**src/rtl/alarm_pkg.sv**
```systemverilog
// Shared types and constants for the alarm bank setter and its digit stepper.
package alarm_pkg;

  localparam int BCD_W = 4;

  // Inclusive per-digit limits for an MM:SS alarm, 4 bits per digit.
  localparam logic [31:0] DIGIT_MAX_MMSS = 32'h0000_5959;

  typedef enum logic [1:0] {
    IDLE   = 2'd0,
    EDIT   = 2'd1,
    COMMIT = 2'd2,
    ABORT  = 2'd3
  } state_e;

endpackage

```
**src/rtl/bcd_digit_step.sv**
```systemverilog
// Single BCD digit increment/decrement with an inclusive wrap limit.
// An out-of-range digit is pulled back to the limit by either step.
module bcd_digit_step
  import alarm_pkg::*;
(
  input  logic [BCD_W-1:0] digit_i,
  input  logic [BCD_W-1:0] max_i,
  input  logic             up_i,
  input  logic             down_i,
  output logic [BCD_W-1:0] digit_o
);

  always_comb begin
    digit_o = digit_i;
    if (up_i ^ down_i) begin
      if (digit_i > max_i) begin
        digit_o = max_i;
      end else if (up_i) begin
        digit_o = (digit_i == max_i) ? '0 : digit_i + 1'b1;
      end else begin
        digit_o = (digit_i == '0) ? max_i : digit_i - 1'b1;
      end
    end
  end

endmodule

```
**src/rtl/alarm_bank_setter.sv**
```systemverilog
// Multi-slot BCD alarm setter: cursor-based editing of a working copy,
// commit/abort into per-slot storage, and per-slot hit detection.
//
// state  | meaning
// IDLE   | waiting for edit_en rising edge; arm_toggle honoured
// EDIT   | working copy edited by push buttons
// COMMIT | one cycle: store working copy, arm slot, pulse done
// ABORT  | edit discarded; wait for edit_en low
module alarm_bank_setter
  import alarm_pkg::*;
#(
  parameter int                          N_DIGITS  = 4,
  parameter int                          N_ALARMS  = 4,
  parameter logic [BCD_W*N_DIGITS-1:0]   DIGIT_MAX = (BCD_W*N_DIGITS)'(DIGIT_MAX_MMSS),
  localparam int                         SW        = (N_ALARMS > 1) ? $clog2(N_ALARMS) : 1,
  localparam int                         DW        = BCD_W * N_DIGITS
)(
  input  logic                   clk,
  input  logic                   resetn,
  input  logic                   edit_en,
  input  logic [SW-1:0]          slot_sel,
  input  logic                   push_u,
  input  logic                   push_d,
  input  logic                   push_l,
  input  logic                   push_r,
  input  logic                   cancel,
  input  logic                   arm_toggle,
  input  logic [DW-1:0]          cur_time,
  output logic [N_DIGITS-1:0]    sel,
  output logic [DW-1:0]          edit_digits,
  output logic [N_ALARMS*DW-1:0] alarm_flat,
  output logic [N_ALARMS-1:0]    armed,
  output logic                   done,
  output logic [N_ALARMS-1:0]    hit
);

  localparam int                  IW      = (N_DIGITS > 1) ? $clog2(N_DIGITS) : 1;
  localparam logic [N_DIGITS-1:0] CUR_MSB = N_DIGITS'(1) << (N_DIGITS - 1);

  state_e                       state_q, state_d;
  logic                         edit_en_q;
  logic [SW-1:0]                cur_slot_q, cur_slot_d;
  logic [DW-1:0]                edit_q, edit_d;
  logic [N_DIGITS-1:0]          cur_q, cur_d;
  logic [N_ALARMS-1:0][DW-1:0]  slots_q, slots_d;
  logic [N_ALARMS-1:0]          armed_q, armed_d;
  logic [N_ALARMS-1:0]          hit_q, hit_d;
  logic [DW-1:0]                prev_time_q;
  logic [IW-1:0]                cur_idx;
  logic [BCD_W-1:0]             cur_digit, cur_max, step_digit;
  logic                         edit_rise;

  assign edit_rise = edit_en && !edit_en_q;

  always_ff @(posedge clk) begin
    if (!resetn) begin
      state_q <= IDLE;
    end else begin
      state_q <= state_d;
    end
  end

  always_comb begin
    state_d = state_q;
    case (state_q)
      IDLE:    if (edit_rise) state_d = EDIT;
      EDIT: begin
        if (cancel)        state_d = ABORT;
        else if (!edit_en) state_d = COMMIT;
      end
      COMMIT:  state_d = IDLE;
      ABORT:   if (!edit_en) state_d = IDLE;
      default: state_d = IDLE;
    endcase
  end

  always_comb begin
    sel  = (state_q == EDIT) ? cur_q : '1;
    done = (state_q == COMMIT);
  end

  always_comb begin
    cur_idx = '0;
    for (int d = 0; d < N_DIGITS; d++) begin
      if (cur_q[d]) cur_idx = IW'(d);
    end
  end

  assign cur_digit = edit_q[cur_idx*BCD_W +: BCD_W];
  assign cur_max   = DIGIT_MAX[cur_idx*BCD_W +: BCD_W];

  bcd_digit_step u_step (
    .digit_i (cur_digit),
    .max_i   (cur_max),
    .up_i    (push_u),
    .down_i  (push_d),
    .digit_o (step_digit)
  );

  // Digit step uses the cursor as it stood before this cycle's move.
  always_comb begin
    cur_slot_d = cur_slot_q;
    edit_d     = edit_q;
    cur_d      = cur_q;
    slots_d    = slots_q;
    armed_d    = armed_q;
    case (state_q)
      IDLE: begin
        if (edit_rise) begin
          cur_slot_d = slot_sel;
          edit_d     = slots_q[slot_sel];
          cur_d      = CUR_MSB;
        end
        if (arm_toggle) armed_d[slot_sel] = ~armed_q[slot_sel];
      end
      EDIT: begin
        if (!cancel && edit_en) begin
          edit_d[cur_idx*BCD_W +: BCD_W] = step_digit;
          if (push_l && !push_r) begin
            cur_d = (cur_q << 1) | (cur_q >> (N_DIGITS - 1));
          end else if (push_r && !push_l) begin
            cur_d = (cur_q >> 1) | (cur_q << (N_DIGITS - 1));
          end
        end
      end
      COMMIT: begin
        slots_d[cur_slot_q] = edit_q;
        armed_d[cur_slot_q] = 1'b1;
      end
      default: ;
    endcase
  end

  // The slot being edited must not ring against its stale stored value.
  always_comb begin
    hit_d = '0;
    for (int i = 0; i < N_ALARMS; i++) begin
      hit_d[i] = armed_q[i] && (cur_time != prev_time_q) && (cur_time == slots_q[i])
                 && !(((state_q == EDIT) || (state_q == COMMIT)) && (cur_slot_q == SW'(i)));
    end
  end

  always_ff @(posedge clk) begin
    if (!resetn) begin
      edit_en_q   <= 1'b0;
      cur_slot_q  <= '0;
      edit_q      <= '0;
      cur_q       <= '0;
      slots_q     <= '0;
      armed_q     <= '0;
      hit_q       <= '0;
      prev_time_q <= '0;
    end else begin
      edit_en_q   <= edit_en;
      cur_slot_q  <= cur_slot_d;
      edit_q      <= edit_d;
      cur_q       <= cur_d;
      slots_q     <= slots_d;
      armed_q     <= armed_d;
      hit_q       <= hit_d;
      prev_time_q <= cur_time;
    end
  end

  assign edit_digits = edit_q;
  assign alarm_flat  = slots_q;
  assign armed       = armed_q;
  assign hit         = hit_q;

endmodule

```
**config.mk**
```make
export PLATFORM = sky130hd
export DESIGN_NAME = alarm_bank_setter
export DESIGN_NICKNAME = d
export VERILOG_FILES = /design/src/rtl/alarm_pkg.sv /design/src/rtl/bcd_digit_step.sv /design/src/rtl/alarm_bank_setter.sv
export SDC_FILE = /design/constraint.sdc
export NUM_CORES = 1
export LEC_CHECK = 0
export CORE_MARGIN = 2
export CORE_UTILIZATION = 53
export DETAILED_ROUTE_END_ITERATION = 6
export PLACE_DENSITY = 0.81
export SETUP_SLACK_MARGIN = 0.2
export SLEW_MARGIN = 25
export SYNTH_ARGS = -nofsm -noshare
export SYNTH_HDL_FRONTEND = slang
export SYNTH_SLANG_ARGS = --single-unit
```
**constraint.sdc**
```tcl
create_clock -name clk -period 3.55 [get_ports clk]
set_input_delay 0.355 -clock clk [delete_from_list [all_inputs] [get_ports clk]]
set_output_delay 0.355 -clock clk [all_outputs]
set_load 0.1 [all_outputs]
```
==> impl_metrics.ini, run 1 <==
[clock_network]
h-tree-depth = 4
cts_hold_buf = 0
cts_setup_buffers = 0
cts_tree = yes
cts_root_buffer = clkbuf_16
cts_buffer_depth = 2
clk_pin_slew_worst_paths_ns = 0.05
numCtsBuffers = 17
insertion_delay_ns = 0.43
post_cts_resized = 0
cts_sinks = 113

[floorplanning]
dieArea_sq_um = 12900
start_util_pct = 53.8
die_y_microns = 114
num_rows = 40
coreArea_sq_um = 11900
io_pins = 120
die_w_microns = 114

[sta]
hold_viol = 0
setup_viol = 0
worst_slew_pin_slew_ns = 1.12
slew_headroom_pct = 25.0
finalCritPeriodShare_pct = 79.8
fmax_ghz = 0.353
fin_tns_setup_ns = 0
slew_viol_final = 0
finalCriticalPeriod_ns = 2.83
rsz0062_at_grt = false
skew_ns = 0.00502

[cells_and_area]
fin_util_pct = 69.1
drive_gt1_share_pct = 10.3
final_net_count = 900
n_antenna_cell = 0
syn_to_final_growth_pct = 28.5

[route]
antenna_left = 0
routedWlPerCell_microns = 22.7
drt-pass1-iter-count = 5
drc = 0
vias_per_cell = 6.28
first_iter_violations = 906
wirelength_mm = 23.2
vias = 6420

[global_routing]
grt.total_usage_pct = 36.0
grt_pass1_vias = 6066
grt_max_degree = 38
grt_overflow = 0
grt_pass1_wl_mm = 34.9
antenna_found_initial = 0

[placement]
portBuffers = 119
gp_congestion = 1.07
dpl.hpwl_mm = 16.7

[power_and_ir_drop]
power_density_nw_per_um2 = 651
cellLeakagePower_nw = 2.92
ir_worst_vdd_uv = 392

[worst_setup_path]
critPathMaxFanout = 10
critical_path.startpoint_type = register
cp-end-kind = register
required_ns = 3.91
critPathKind = reg2reg
crit_arrival_ns = 3.19

[yosys]
synth_warnings = 0
yosysSeqAreaShare_pct = 35.4
synthArstFlopShare_pct = 0
synthCells = 772
synth_seq_cells = 113
yosys.area.top_type_share_pct = 35.4
synthesis.area_sq_um = 6380
mappedNetlistNets = 810
synth_edf_count = 0
yosys.area.top_type = dfxtp_1
synth_top_flop_cell = dfxtp_1
synthDistinctLibCells = 61
synth_most_common_cell = nand2_1
ys_top_cells_by_area = dfxtp_1 35%, nand2_1 8.8%, a21oi_1 7.0%, xor2_1 6.0%, mux4_2 5.6%
avgSynthCellArea_sq_um = 8.27
ys_top_cells_by_count = 150 x nand2_1, 113 x dfxtp_1, 89 x a21oi_1, 47 x clkbuf_1, 44 x xor2_1

[job]
max_cap_viol_count = 0

[outcome]
outcome = finished, final reports clean

[min_path]
hold_class = reg2reg
==> logic make-up (layout without fill, tap and decap cells) <==
group	count (synthesis)	after routing	synth area share, %
AND/OR/NAND/NOR	295	295	22.0
AO/OA/AOI/OAI	164	164	16.2
flip-flops	113	113	35.4
buffers and inverters	81	184	5.72
XOR/XNOR	80	80	11.0
multiplexers	28	28	7.55
adder cells (fa/ha/maj)	11	11	2.16
==> per-stage QoR <==
stage               worst slack [ns]  power (mW)  instance area [sq um]  hold WS (ns)  std cells
floorplan                      0.670        2.97                   6380         0.494        772
global placement               0.879        3.47                   7570         0.498        990
detailed placement             0.822        3.49                   7570         0.506        990
CTS                            0.769        5.31                   8200         0.514       1022
global route                   0.552        5.51                   8200         0.528       1022
finish                         0.716        5.34                   8200         0.512       1022
==> worst max-delay path, cell delays in order, from the launching register on <==
cell and delay, ns:
dfxtp_1 0.38, or2_1 0.42, o221ai_2 0.44, ha_1 0.35, nand2_1 0.18, o21ai_0 0.15
a211oi_1 0.57, nor3_1 0.12, a21oi_1 0.16
==> sequential cells by signal (all words and copies together) (netlist names) <==
register     cells
alarm_flat      64
armed            4
cur_q            4
prev_time_q     16
edit_en_q        1
state_q          2
hit              4
edit_digits     16
cur_slot_q       2
==> cells in the final DEF (no fill, tap or decap), types with 4 or more instances in the layout <==
master | Yosys | layout
clkdlybuf4s50_1 | 0 | 114
buf_4 | 1 | 19
mux4_2 | 16 | 16
xnor2_1 | 36 | 36
nand4_1 | 13 | 13
nor3_1 | 13 | 13
a211oi_1 | 4 | 4
a21oi_1 | 89 | 89
ha_1 | 11 | 11
o21ai_0 | 26 | 26
inv_1 | 18 | 17
nor3b_1 | 6 | 5
nand3_1 | 14 | 14
mux2i_1 | 11 | 11
nand2b_1 | 13 | 13
xor2_1 | 44 | 44
bufinv_16 | 0 | 4
clkinv_2 | 0 | 4
a31oi_1 | 6 | 6
nand2_1 | 150 | 150
o221ai_1 | 9 | 9
nand3b_1 | 4 | 4
dfxtp_1 | 113 | 113
nor2b_1 | 6 | 6
nor4_1 | 15 | 15
clkbuf_16 | 0 | 17
nor2_1 | 28 | 27
o21ai_1 | 5 | 5
and2_1 | 17 | 17
==> report_power, final <==
group / total (mW) / leakage [nW] / internal, mW / switching (mW)
Clock: 1.83 / 0.310 / 1.22 / 0.606
Sequential: 1.55 / 0.918 / 1.36 / 0.190
Combinational: 1.96 / 1.69 / 0.547 / 1.41
==> cell type report <==
class | instances | area [sq um]
fillers | 959 | 3660
multi-input cells | 578 | 3760
repair buffers | 133 | 1280
flip-flops and latches | 113 | 2260
clock buffers | 22 | 474
well taps | 147 | 184
inverters | 19 | 76.3
clock inverters | 10 | 156
==> final timing paths <==
kind | slack (ns) | from | depth (start not counted) | end
max | 0.72 | cur_q[2]$_SDFFE_PN0P_ | 8 | edit_digits[2]$_SDFFE_PN0P_
min | 0.51 | alarm_flat[8]$_SDFFE_PN0P_ | 2 | alarm_flat[8]$_SDFFE_PN0P_
max reg2reg | 0.72 | cur_q[2]$_SDFFE_PN0P_ | 8 | edit_digits[2]$_SDFFE_PN0P_
min reg2reg | 0.51 | alarm_flat[8]$_SDFFE_PN0P_ | 2 | alarm_flat[8]$_SDFFE_PN0P_
==> metal layers <==
| metal | track usage, % | up-vias | wire length (microns) |
|---|---|---|---|
| met5 | 0 | - | 0 |
| met4 | 14.5 | 0 | 954 |
| met3 | 11.1 | 76 | 2720 |
| met2 | 54.8 | 437 | 10300 |
| met1 | 48.0 | 3048 | 9210 |
| li1 | - | 2859 | - |
(Power assumes the default switching activity.)
==> inputs of run 2 (changes only) <==
CORE_UTILIZATION = 48   (was 53)
PLACE_DENSITY = 0.77   (was 0.81)
clock period = 2.5 ns   (was 3.55 ns; I/O delays follow)
==> run 2 against run 1 <==
Global-route usage down 5.0 points. Design area up 3.0%. Maximum frequency up 27%. Critical path depth up 2. Sequential share of layout area down 0.31 points. Clock-buffer cell count down 3. Highest routed layer unchanged.
==> impl_metrics.ini, run 2 (synthesis results as in run 1) <==
[route]
routedWlPerCell_microns = 20.5
routed.top_layer = met4
vias = 6425
wl_met2_mm = 9.92
antenna_left = 0
first_iter_violations = 973
drc = 0
drt-met1-wl_mm = 9.21
vias_per_cell = 5.95
route.met3.wl_mm = 2.36
drt-pass1-iter-count = 6
wirelength_mm = 22.2

[cells_and_area]
drive_gt1_share_pct = 26.3
fillCellCount = 1098
largest_register_ffs = 64
fin_util_pct = 64.3
layout_commonest_cell = nand2_1
layout_common_cells = 149 x nand2_1, 129 x buf_4, 95 x dfxtp_1
multiInputGateArea_sq_um = 3830
finalNonFillerCells = 1080
n_antenna_cell = 0
syn_to_final_growth_pct = 32.3
final_net_count = 931
register_area_sq_um = 2300
final_area_sq_um = 8450

[worst_setup_path]
cp-end-kind = register
critPathMaxFanout = 7
critical_path.startpoint_type = register
crit_arrival_ns = 2.52
reg2reg_slack_ns = 0.28
cp-endpoint = edit_digits[0]$_SDFFE_PN0P_
critPathKind = reg2reg
timing.rr.start = cur_q[1]$_SDFFE_PN0P_
r2r_cells = 10
timing.rr.end = edit_digits[0]$_SDFFE_PN0P_
crit_start = cur_q[1]$_SDFFE_PN0P_
required_ns = 2.80

[placement]
dpl.hpwl_mm = 15.7
dp.cells = 1046
portBuffers = 119
dp_slack_ns = 0.0537
placed_area_sq_um = 7750
gp_congestion = 1.00

[floorplanning]
coreArea_sq_um = 13100
start_util_pct = 48.6
num_rows = 42
die_w_microns = 119
dieArea_sq_um = 14200
die_y_microns = 119
io_pins = 120

[global_routing]
grt_pass1_vias = 5953
antenna_found_initial = 0
grt_overflow = 0
grt_max_degree = 59
grt_pass1_wl_mm = 33.8
grt.total_usage_pct = 31.1

[sta]
finalCriticalPeriod_ns = 2.22
worst_slew_pin_slew_ns = 0.555
fmax_ghz = 0.450
setup_viol = 0
hold_viol = 0
setup_ws_ns = 0.277
fin_tns_setup_ns = 0
hold_ws_ns = 0.490
slew_headroom_pct = 62.8
skew_ns = 0.00599
finalCritPeriodShare_pct = 88.9
slew_viol_final = 0
rsz0062_at_grt = true

[clock_network]
insertion_delay_ns = 0.42
clk_pin_slew_worst_paths_ns = 0.05
cts_root_buffer = clkbuf_16
h-tree-depth = 4
cts_tree = yes
cts_buffer_depth = 2
cts_sinks = 113
numCtsBuffers = 17

[power_and_ir_drop]
p_total_mw = 7.88
cellLeakagePower_nw = 3.32
ir_worst_vdd_uv = 699
power_density_nw_per_um2 = 933

[min_path]
hold_class = in2reg

[outcome]
outcome = finished, final reports clean

[job]
max_cap_viol_count = 0
-- run 2: how the worst min path moves through the flow --
stage | startpoint | endpoint | slack [ns] | cells past startpoint
floorplan | edit_en | edit_en_q$_SDFF_PN0_ | 0.39 | 2
global placement | alarm_flat[23]$_SDFFE_PN0P_ | alarm_flat[23]$_SDFFE_PN0P_ | 0.48 | 2
detailed placement | alarm_flat[43]$_SDFFE_PN0P_ | alarm_flat[43]$_SDFFE_PN0P_ | 0.49 | 2
CTS | edit_en | edit_en_q$_SDFF_PN0_ | 0.47 | 3
global route | edit_en | edit_en_q$_SDFF_PN0_ | 0.51 | 3
finish | edit_en | edit_en_q$_SDFF_PN0_ | 0.49 | 3
-- run 2: layer usage --
layer / GRT usage, % / vias to the layer above
met1: 43.1 / 2988
met4: 11.3 / 0
met3: 7.52 / 58
li1: - / 2931
met2: 47.2 / 448
met5: 0 / -
-- run 2: critical path, cell delays in order (launching register included) --
cell and delay (ns):
dfxtp_4 0.38, buf_4 0.14, mux2i_1 0.23, o221ai_2 0.15, ha_1 0.32, nand2_2 0.12, o21ai_2 0.21, a31oi_1 0.11
buf_4 0.17, a21oi_1 0.17, a21oi_1 0.10
-- run 2: cell type report --
| type | instances | share of cell area [%] |
|---|---|---|
| clock buffers | 19 | 5.50 |
| clock inverters | 11 | 1.87 |
| inverters | 19 | 0.933 |
| multi-input cells | 578 | 45.3 |
| flip-flops and latches | 113 | 27.3 |
| well taps | 176 | 2.61 |
| repair buffers | 164 | 16.5 |
-- run 2: power breakdown --
group          switching [mW]  internal (mW)  total, mW
clock                   0.870           1.73       2.60
combinational            2.06          0.953       3.01
sequential              0.302           1.96       2.26
-- run 2: timing repair --
action	in CTS	in global routing
pin swaps	2	2
setup buffers	1	2
hold endpoints to repair	0	0
setup endpoints to repair	10	15
hold buffers	0	0
resized for setup	6	9
gates cloned	0	1
==> inputs of run 3 (changes only) <==
SKIP_LAST_GASP = 1   (was not set)
==> results of run 3 <==
No change in the layout: final DEF, timing and power equal those of run 2.
